--- config.mk ---
export PLATFORM = sky130hd
export DESIGN_NAME = sam_stream_tx
export DESIGN_NICKNAME = d
export VERILOG_FILES = /design/src/rtl/sam_stream_tx.sv
export SDC_FILE = /design/constraint.sdc
export NUM_CORES = 1
export LEC_CHECK = 0
export ABC_AREA = 1
export CAP_MARGIN = 20
export CELL_PAD_IN_SITES_DETAIL_PLACEMENT = 0
export CELL_PAD_IN_SITES_GLOBAL_PLACEMENT = 1
export CORE_ASPECT_RATIO = 0.7
export CORE_MARGIN = 1
export CORE_UTILIZATION = 35
export CTS_BUF_LIST = sky130_fd_sc_hd__clkbuf_8
export DETAILED_ROUTE_END_ITERATION = 7
export GPL_TIMING_DRIVEN = 0
export MAX_ROUTING_LAYER = met4
export PLACE_DENSITY_LB_ADDON = 0.25
export SLEW_MARGIN = 10
export SYNTH_ARGS = -nofsm -noshare
export SYNTH_HDL_FRONTEND = slang
export SYNTH_SLANG_ARGS = --single-unit
--- constraint.sdc ---
create_clock -name clk -period 3.3 [get_ports clk]
set_clock_uncertainty 0.05 [all_clocks]
set_input_delay 0.66 -clock clk [delete_from_list [all_inputs] [get_ports clk]]
set_output_delay 0.66 -clock clk [all_outputs]
set_load 0.005 [all_outputs]
--- src/rtl/sam_stream_tx.sv ---
// sam_stream_tx -- serial stream generator for the SAM encoder str/mode inputs.
//
// A transfer consists of a configuration phase (mode=1) that sends the key
// length n, the key d and the mask N MSB first, followed by a normal phase
// (mode=0) with LEAD idle cycles, one pulse-width symbol per message bit and
// a single-cycle terminator pulse so the receiver finalises the last bit.
//
// Optional build macro: SAM_TX_ABORT_EN adds the `abort` input, which cancels
// a running transfer without sending the terminator.
//
// Ports:
//   clk        clock, all outputs registered on posedge
//   reset      asynchronous active-low reset
//   abort      (SAM_TX_ABORT_EN only) cancel a running transfer
//   start      one-cycle request, sampled only in IDLE
//   n_in       log2 message length, legal 0..4
//   d_in       d key, bits [2^n-1:0] used
//   capsn_in   N mask, bits [2^n-1:0] used
//   msg_in     plaintext, bits [2^n-1:0] used
//   str        serial data line
//   mode       1 = configuration phase, 0 = idle / normal phase
//   busy       high from start acceptance until done
//   done       one-cycle pulse after the terminator
//   err        one-cycle pulse when start is rejected (n_in > 4)
//
// state    | meaning
// ---------+------------------------------------------------------------
// S_IDLE   | waiting for start
// S_CFG_N  | sending n[3:0], run counter holds remaining cycles - 1
// S_CFG_D  | sending d[L-1:0], bit counter holds the index on the line
// S_CFG_CN | sending N[L-1:0], bit counter holds the index on the line
// S_LEAD   | low gap between config and first symbol
// S_SYM_HI | high run of the symbol for msg[bit]
// S_SYM_LO | low run of the symbol for msg[bit]
// S_TERM   | terminator high cycle

module sam_stream_tx #(
  parameter int SYM_LONG  = 12,
  parameter int SYM_SHORT = 6,
  parameter int LEAD      = 1
) (
  input  logic        clk,
  input  logic        reset,
`ifdef SAM_TX_ABORT_EN
  input  logic        abort,
`endif
  input  logic        start,
  input  logic [3:0]  n_in,
  input  logic [15:0] d_in,
  input  logic [15:0] capsn_in,
  input  logic [15:0] msg_in,
  output logic        str,
  output logic        mode,
  output logic        busy,
  output logic        done,
  output logic        err
);

  localparam logic [5:0] LONG_M1  = 6'(SYM_LONG - 1);
  localparam logic [5:0] SHORT_M1 = 6'(SYM_SHORT - 1);
  localparam logic [5:0] LEAD_M1  = 6'(LEAD - 1);

  typedef enum logic [2:0] {
    S_IDLE,
    S_CFG_N,
    S_CFG_D,
    S_CFG_CN,
    S_LEAD,
    S_SYM_HI,
    S_SYM_LO,
    S_TERM
  } state_t;

  state_t      state_q, state_d;
  logic [5:0]  cnt_q, cnt_d;
  logic [4:0]  bit_q, bit_d;
  logic        str_d, mode_d, busy_d, done_d, err_d;

  logic [3:0]  n_sh;
  logic [15:0] d_sh;
  logic [15:0] capsn_sh;
  logic [15:0] msg_sh;

  logic        abort_req;
  logic        accept;
  logic [4:0]  len_m1;
  logic [3:0]  bit_dec;
  logic [1:0]  n_idx;

`ifdef SAM_TX_ABORT_EN
  assign abort_req = abort;
`else
  assign abort_req = 1'b0;
`endif

  // abort also blocks a start presented in the same cycle
  assign accept  = (state_q == S_IDLE) && start && !abort_req && (n_in <= 4'd4);
  assign len_m1  = 5'((5'd1 << n_sh) - 5'd1);
  assign bit_dec = bit_q[3:0] - 4'd1;
  assign n_idx   = cnt_q[1:0] - 2'd1;

  always_ff @(posedge clk or negedge reset) begin
    if (!reset) begin
      state_q  <= S_IDLE;
      cnt_q    <= '0;
      bit_q    <= '0;
      str      <= 1'b0;
      mode     <= 1'b0;
      busy     <= 1'b0;
      done     <= 1'b0;
      err      <= 1'b0;
      n_sh     <= '0;
      d_sh     <= '0;
      capsn_sh <= '0;
      msg_sh   <= '0;
    end else begin
      state_q <= state_d;
      cnt_q   <= cnt_d;
      bit_q   <= bit_d;
      str     <= str_d;
      mode    <= mode_d;
      busy    <= busy_d;
      done    <= done_d;
      err     <= err_d;
      if (accept) begin
        n_sh     <= n_in;
        d_sh     <= d_in;
        capsn_sh <= capsn_in;
        msg_sh   <= msg_in;
      end
    end
  end

  // Next-state logic computes the line values for the cycle being entered,
  // so str/mode/busy change on the same edge as the state.
  always_comb begin
    state_d = state_q;
    cnt_d   = cnt_q;
    bit_d   = bit_q;
    str_d   = 1'b0;
    mode_d  = 1'b0;
    busy_d  = 1'b1;
    done_d  = 1'b0;
    err_d   = 1'b0;

    case (state_q)
      S_IDLE: begin
        busy_d = 1'b0;
        if (start && !abort_req) begin
          if (n_in > 4'd4) begin
            err_d = 1'b1;
          end else begin
            state_d = S_CFG_N;
            cnt_d   = 6'd3;
            str_d   = n_in[3];
            mode_d  = 1'b1;
            busy_d  = 1'b1;
          end
        end
      end

      S_CFG_N: begin
        mode_d = 1'b1;
        if (cnt_q == 6'd0) begin
          state_d = S_CFG_D;
          bit_d   = len_m1;
          str_d   = d_sh[len_m1[3:0]];
        end else begin
          cnt_d = cnt_q - 6'd1;
          str_d = n_sh[n_idx];
        end
      end

      S_CFG_D: begin
        mode_d = 1'b1;
        if (bit_q == 5'd0) begin
          state_d = S_CFG_CN;
          bit_d   = len_m1;
          str_d   = capsn_sh[len_m1[3:0]];
        end else begin
          bit_d = bit_q - 5'd1;
          str_d = d_sh[bit_dec];
        end
      end

      S_CFG_CN: begin
        if (bit_q == 5'd0) begin
          // mode drops on the edge after the last N bit
          state_d = S_LEAD;
          cnt_d   = LEAD_M1;
        end else begin
          mode_d = 1'b1;
          bit_d  = bit_q - 5'd1;
          str_d  = capsn_sh[bit_dec];
        end
      end

      S_LEAD: begin
        if (cnt_q == 6'd0) begin
          state_d = S_SYM_HI;
          bit_d   = len_m1;
          cnt_d   = msg_sh[len_m1[3:0]] ? LONG_M1 : SHORT_M1;
          str_d   = 1'b1;
        end else begin
          cnt_d = cnt_q - 6'd1;
        end
      end

      S_SYM_HI: begin
        if (cnt_q == 6'd0) begin
          state_d = S_SYM_LO;
          cnt_d   = msg_sh[bit_q[3:0]] ? SHORT_M1 : LONG_M1;
        end else begin
          cnt_d = cnt_q - 6'd1;
          str_d = 1'b1;
        end
      end

      S_SYM_LO: begin
        if (cnt_q == 6'd0) begin
          str_d = 1'b1;
          if (bit_q == 5'd0) begin
            state_d = S_TERM;
          end else begin
            state_d = S_SYM_HI;
            bit_d   = bit_q - 5'd1;
            cnt_d   = msg_sh[bit_dec] ? LONG_M1 : SHORT_M1;
          end
        end else begin
          cnt_d = cnt_q - 6'd1;
        end
      end

      S_TERM: begin
        state_d = S_IDLE;
        busy_d  = 1'b0;
        done_d  = 1'b1;
        cnt_d   = 6'd0;
        bit_d   = 5'd0;
      end

      default: begin
        state_d = S_IDLE;
        busy_d  = 1'b0;
      end
    endcase

    if (abort_req && (state_q != S_IDLE)) begin
      state_d = S_IDLE;
      cnt_d   = 6'd0;
      bit_d   = 5'd0;
      str_d   = 1'b0;
      mode_d  = 1'b0;
      busy_d  = 1'b0;
      done_d  = 1'b0;
    end
  end

endmodule

==> results of run 1 <==
per-layer routing:
metal	GRT usage	up-vias	wire, um
met5	-	-	0
met4	0.0641	0	263
met3	0.0383	17	896
met2	0.343	171	6190
met1	0.329	2212	7240
li1	-	2302	-
power by group:
group	internal [W]	switching [W]
Sequential	0.00129	0.000359
Combinational	0.00129	0.00242
Clock	0.000344	0.000358
Total	0.00292	0.00314
flip-flops by register name, indices dropped and copies added (netlist names):
register and flops:
bit_q 5, busy 1, capsn_sh 16, cnt_q 6, d_sh 16, done 1
err 1, mode 1, msg_sh 16, n_sh 4, state_q 3, str 1
per-stage QoR:
step	area, um^2	hold WS [ps]	power [W]	TNS (ps)
2_1_floorplan	4610	314	0.00420	0
3_3_place_gp	5400	441	0.00527	-68980
3_5_place_dp	5420	445	0.00530	0
4_1_cts	5610	201	0.00603	0
5_1_grt	5610	211	0.00658	0
6_report	5610	192	0.00606	0
synthesized netlist by cell type (all sizes together), types with 6 or more instances:
library cell / instances / share of area
clkbuf: 6 / 0.0049
o211ai: 6 / 0.0098
nor2: 36 / 0.043
o21ai: 51 / 0.056
nand4: 6 / 0.0081
xor2: 7 / 0.013
nand3: 90 / 0.10
inv: 56 / 0.047
dfrtp: 71 / 0.39
nand2: 255 / 0.21
buf: 22 / 0.027
a21oi: 31 / 0.037
kinds of logic after synthesis:
group	count (synthesis)	synth area share
and+or+nand+nor	391	0.375
xor gates and xnor gates	8	0.0168
buffers and inverters	87	0.0858
adders and majority gates	4	0.0109
AOI/OAI and AO/OA	102	0.126
DFF	71	0.386
area by class of cell:
| class | count | area, um^2 |
|---|---|---|
| multi-input cells | 505 | 2440 |
| clock buffers | 9 | 124 |
| plain buffers | 27 | 144 |
| inverters | 59 | 249 |
| repair buffers | 60 | 608 |
| fillers | 1305 | 7030 |
| clock inverters | 7 | 65.1 |
| well taps | 162 | 203 |
| flip-flops and latches | 71 | 1780 |
layout by cell type, fill, tap and decap left out, types with 6 or more instances in the layout:
master	count
a21oi_1	29
buf_2	18
clkbuf_8	9
clkdlybuf4s50_1	58
dfrtp_1	71
inv_1	47
inv_2	8
nand2_1	248
nand3_1	89
nand4_1	6
nor2_1	26
nor2_4	8
o211ai_1	6
o21ai_0	47
xor2_1	7
worst max-delay path: stages, from the launching register on:
cell      delay [ps]
dfrtp_1          470
nor2_4           270
nand2_2          190
buf_2            250
ha_1             390
inv_1            450
o211ai_1         170
nand3_1          100
and3_1           220
nor2_1            60
nor2_1           190
nand2_1          100
final timing paths:
path | cells past startpoint | from | slack (ps) | end
worst max-delay path | 11 | n_sh[1] | 260 | str
worst min-delay path | 1 | reset | 190 | msg_sh[10]
worst max register to register | 11 | n_sh[1] | 260 | str
worst min register to register | 2 | d_sh[6] | 460 | d_sh[6]
max in group asynchronous | 2 | reset | 2430 | d_sh[4]
min in group clk | 2 | d_sh[6] | 460 | d_sh[6]
==> flow_metrics.env, run 1 <==
export IMPL_track_usage=0.233
export IMPL_min_period_ps=3040
export IMPL_tritoncts="built"
export IMPL_ys_types=42
export IMPL_fin_util=0.444
export IMPL_area_growth_pct=21.6
export IMPL_finalHoldViolations=0
export IMPL_post_cts_buffers=0
export IMPL_nets=792
export IMPL_vias_per_cell=5.22
export IMPL_p_per_area_nw_per_um2=1080
export IMPL_clkTransAtPathRegs_ps=80
export IMPL_place_congestion=0.898
export IMPL_antenna_found_initial=0
export IMPL_dp_cells=885
export IMPL_die_w_um=139
export IMPL_numPortBuffers=59
export IMPL_relSlewSlack=0.524
export IMPL_row_count=34
export IMPL_maxCapViolations=0
export IMPL_cts_resized=0
export IMPL_dp_slack_ps=33.2
export IMPL_yosysWarnings=0
export IMPL_cts_inserted_buffers=9
export IMPL_via_count=4702
export IMPL_ys_flop_type="dfrtp_1"
export IMPL_grt_pass1_vias=4573
export IMPL_finalSetupViolations=0
export IMPL_synth_edf_count=0
export IMPL_layout_setup_ws_ps=261
export IMPL_start_util=0.365
export IMPL_clk_insertion_delay_late_ps=360
export IMPL_wl_per_cell_um=16.2
export IMPL_synthCells=663
export IMPL_cts_htree_levels=3
export IMPL_max_freq_ghz=0.329
export IMPL_dieArea_um2=13600
export IMPL_cts_root_buf="clkbuf_8"
export IMPL_status="finished, violations left"
export IMPL_cts_max_path_buffers=2
export IMPL_cp_end_kind="flop"
export IMPL_yosysSeqAreaShare=0.386
export IMPL_synth_nets=722
export IMPL_min_period_over_period=0.921
export IMPL_grt_max_degree=42
export IMPL_p_leak_nw=2.68
export IMPL_drt_pass1_iterations=8
export IMPL_hold_class="input port to async pin"
export IMPL_crit_arrival_ps=3220
export IMPL_rsz0062_at_grt="false"
export IMPL_hold_buffers=0
export IMPL_coreArea_um2=12600
export IMPL_route_detailed_drc=4
export IMPL_cp_start_kind="flop"
export IMPL_syn_area_um2=4610
export IMPL_n_antenna_cell=0
export IMPL_cts_num_sinks=71
export IMPL_final_cells=900
export IMPL_layout_drive_gt1_share=0.103
export IMPL_grt_pass1_wl_um=23900
export IMPL_syn_area_per_cell_um2=6.95
export IMPL_route_final_wire_length_um=14600
export IMPL_final_antenna_net_count=0
export IMPL_path_max_fanout=13
export IMPL_tightest_slew_ps=711
export IMPL_floorplan_io_pins=60
export IMPL_overflow=0
export IMPL_drtIter0Drc=374
export IMPL_synth_seq_cells=71
export IMPL_async_reset_ff_frac=1.00
export IMPL_worstPathRequired_ps=3480
export IMPL_path_class="flop to flop"
export IMPL_violations="design-rule violations"
export IMPL_slew_violations=0
export IMPL_vdd_ir_drop_max_mv=0.368
export IMPL_die_h_um=98
export IMPL_hpwlAfterDp_um=10800
(Power assumes the default switching activity.)
==> run 2, diff against run 1 <==
Settings changed: SLEW_MARGIN 10 to default.
==> results of run 2 <==
Final layout, timing and power as in run 1 (identical DEF).
==> run 3, diff against run 2 <==
Clock period 3.3 ns to 2.5 ns, I/O delays scaled along.
==> run 3 against run 2 <==
The flow still finishes with violations (design-rule violations). Sequential power rose by 33%. Worst hold slack worse by 160 ps. Maximum frequency rose by 28%. Largest power group unchanged. Global-route usage is 0.27 points higher. Final cell count is 0.78% higher. Setup slack got worse by 140 ps. Non-clock buffer count increased by 7. Sequential cell count unchanged. Routed wire length is 2.1% higher. Final area up 3.7%. Utilization is 1.6 points higher.
==> flow_metrics.env, run 3 (same netlist as run 1, synthesis figures left out) <==
export IMPL_vdd_ir_drop_max_mv=0.491
export IMPL_cts_root_buf="clkbuf_8"
export IMPL_clkTransAtPathRegs_ps=80
export IMPL_cts_htree_levels=3
export IMPL_place_congestion=0.898
export IMPL_violations="design-rule violations"
export IMPL_p_leak_nw=2.73
export IMPL_overflow=0
export IMPL_p_clk_frac=0.110
export IMPL_min_period_over_period=0.953
export IMPL_route_detailed_drc=4
export IMPL_tightest_slew_ps=582
export IMPL_max_freq_ghz=0.420
export IMPL_maxCapViolations=0
export IMPL_placed_area_um2=5420
export IMPL_p_per_area_nw_per_um2=1450
export IMPL_hold_class="input port to async pin"
export IMPL_crit_arrival_ps=2590
export IMPL_tritoncts="built"
export IMPL_rrSetupSlack_ps=120
export IMPL_grt_pass1_vias=4598
export IMPL_relSlewSlack=0.610
export IMPL_wl_per_cell_um=16.4
export IMPL_cts_inserted_buffers=9
export IMPL_slew_violations=0
export IMPL_floorplan_io_pins=60
export IMPL_grt_max_degree=42
export IMPL_p_switching_w=0.00429
export IMPL_dieArea_um2=13600
export IMPL_area_growth_pct=26.1
export IMPL_via_count=4761
export IMPL_n_antenna_cell=0
export IMPL_layout_drive_gt1_share=0.132
export IMPL_min_period_ps=2380
export IMPL_vias_per_cell=5.25
export IMPL_layout_setup_ws_ps=119
export IMPL_die_h_um=98
export IMPL_drt_pass1_iterations=8
export IMPL_route_final_wire_length_um=14900
export IMPL_layout_commonest_cell="nand2_1"
export IMPL_finalSetupViolations=0
export IMPL_cp_end_kind="flop"
export IMPL_pwr_share_seq=0.259
export IMPL_path_max_fanout=10
export IMPL_hpwlAfterDp_um=10800
export IMPL_die_w_um=139
export IMPL_cts_num_sinks=71
export IMPL_seqCellArea_um2=1780
export IMPL_antenna_found_initial=0
export IMPL_combPwrFrac=0.631
export IMPL_stdcell_area_um2=5810
export IMPL_cts_max_path_buffers=2
export IMPL_grt_pass1_wl_um=24100
export IMPL_dp_slack_ps=-707
export IMPL_status="finished, violations left"
export IMPL_reg_top3="capsn_sh: 16 flops, d_sh: 16 flops, msg_sh: 16 flops"
export IMPL_clk_insertion_delay_late_ps=360
export IMPL_numPortBuffers=59
export IMPL_p_int_w=0.00413
export IMPL_track_usage=0.236
export IMPL_path_class="flop to flop"
export IMPL_row_count=34
export IMPL_swShare=0.509
export IMPL_final_cell_mix="245 x nand2_1, 89 x nand3_1, 70 x dfrtp_1, 58 x clkdlybuf4s50_1, 47 x o21ai_0"
export IMPL_drtIter0Drc=377
export IMPL_coreArea_um2=12600
export IMPL_n_fill_cell=1289
export IMPL_hold_buffers=0
export IMPL_multi_input_area_um2=2530
export IMPL_nets=799
export IMPL_final_antenna_net_count=0
export IMPL_cp_start_kind="flop"
export IMPL_worstPathRequired_ps=2710
export IMPL_start_util=0.365
export IMPL_finalHoldViolations=0
==> run 3: cell count changes in the layout (fill, tap and decap cells not counted), moves of 2 or more <==
cell,previous run,this run
ha_1,4,1
nand2_1,248,245
inv_2,8,10
buf_2,18,12
nor2_2,2,4
nor2_1,26,23
ha_4,0,2
buf_4,2,11
buf_8,0,3
inv_1,47,44
==> run 3: cell type report <==
| cell class | count | share of cell area |
|---|---|---|
| clock inverters | 7 | 0.0112 |
| plain buffers | 27 | 0.0340 |
| clock buffers | 9 | 0.0213 |
| flip-flops and latches | 71 | 0.306 |
| multi-input cells | 505 | 0.436 |
| well taps | 162 | 0.0349 |
| inverters | 59 | 0.0435 |
| repair buffers | 67 | 0.114 |
==> run 3: layer usage <==
metal / vias up / routed length [um] / track usage / part of all wire
met3: 21 / 861 / 0.0378 / 0.058
met4: 0 / 260 / 0.0641 / 0.017
met2: 169 / 6450 / 0.349 / 0.43
met1: 2252 / 7320 / 0.332 / 0.49
li1: 2319 / - / - / -
met5: - / 0 / - / 0
==> run 3: final timing paths <==
kind                                    from            to  cells past startpoint
worst max-delay path                 n_sh[2]      cnt_q[1]                     14
worst min-delay path                   reset    msg_sh[10]                      1
worst max register to register       n_sh[2]      cnt_q[1]                     14
worst min register to register  capsn_sh[13]  capsn_sh[13]                      2
max in group asynchronous              reset       d_sh[4]                      2
min in group clk                capsn_sh[13]  capsn_sh[13]                      2
==> run 3: power groups by stage <==
stage                     Clock [W]  Sequential [W]  Combinational, W
final                      0.000929         0.00219           0.00531
after global routing        0.00100         0.00224           0.00586
after CTS                  0.000956         0.00217           0.00498
after detailed placement          0         0.00218           0.00481
after global placement            0         0.00219           0.00476
after floorplan                   0         0.00205           0.00350
==> run 3: through the flow <==
stage	std cells	power [W]	util	setup TNS, ps	hold slack [ps]
floorplan	663	0.00555	-	0	154
CTS	903	0.00811	0.451	0	41.4
finish	907	0.00843	0.460	0	29.4
global placement	884	0.00695	0.428	-142280	441
global route	907	0.00911	0.460	-24.6	50.1
detailed placement	885	0.00700	0.429	-29940	428
==> run 3: timing repair <==
item / CTS / global route
pin swaps: 3 / 2
endpoints found under the setup margin: 55 / 46
gates resized for setup: 24 / 18
buffers inserted: 2 / 5
==> run 3: critical path, cell delays in order, from the launching register on <==
cell      delay [ps]
dfrtp_1          420
nor2_4           280
buf_8            140
nand3_1          110
ha_4             330
clkbuf_8         200
nand3_1          100
nand3_1           90
nand3_1           90
nand2_2           90
nand2_1           80
nand2_1          100
nand3_1           90
nand2_1           80
inv_1             40
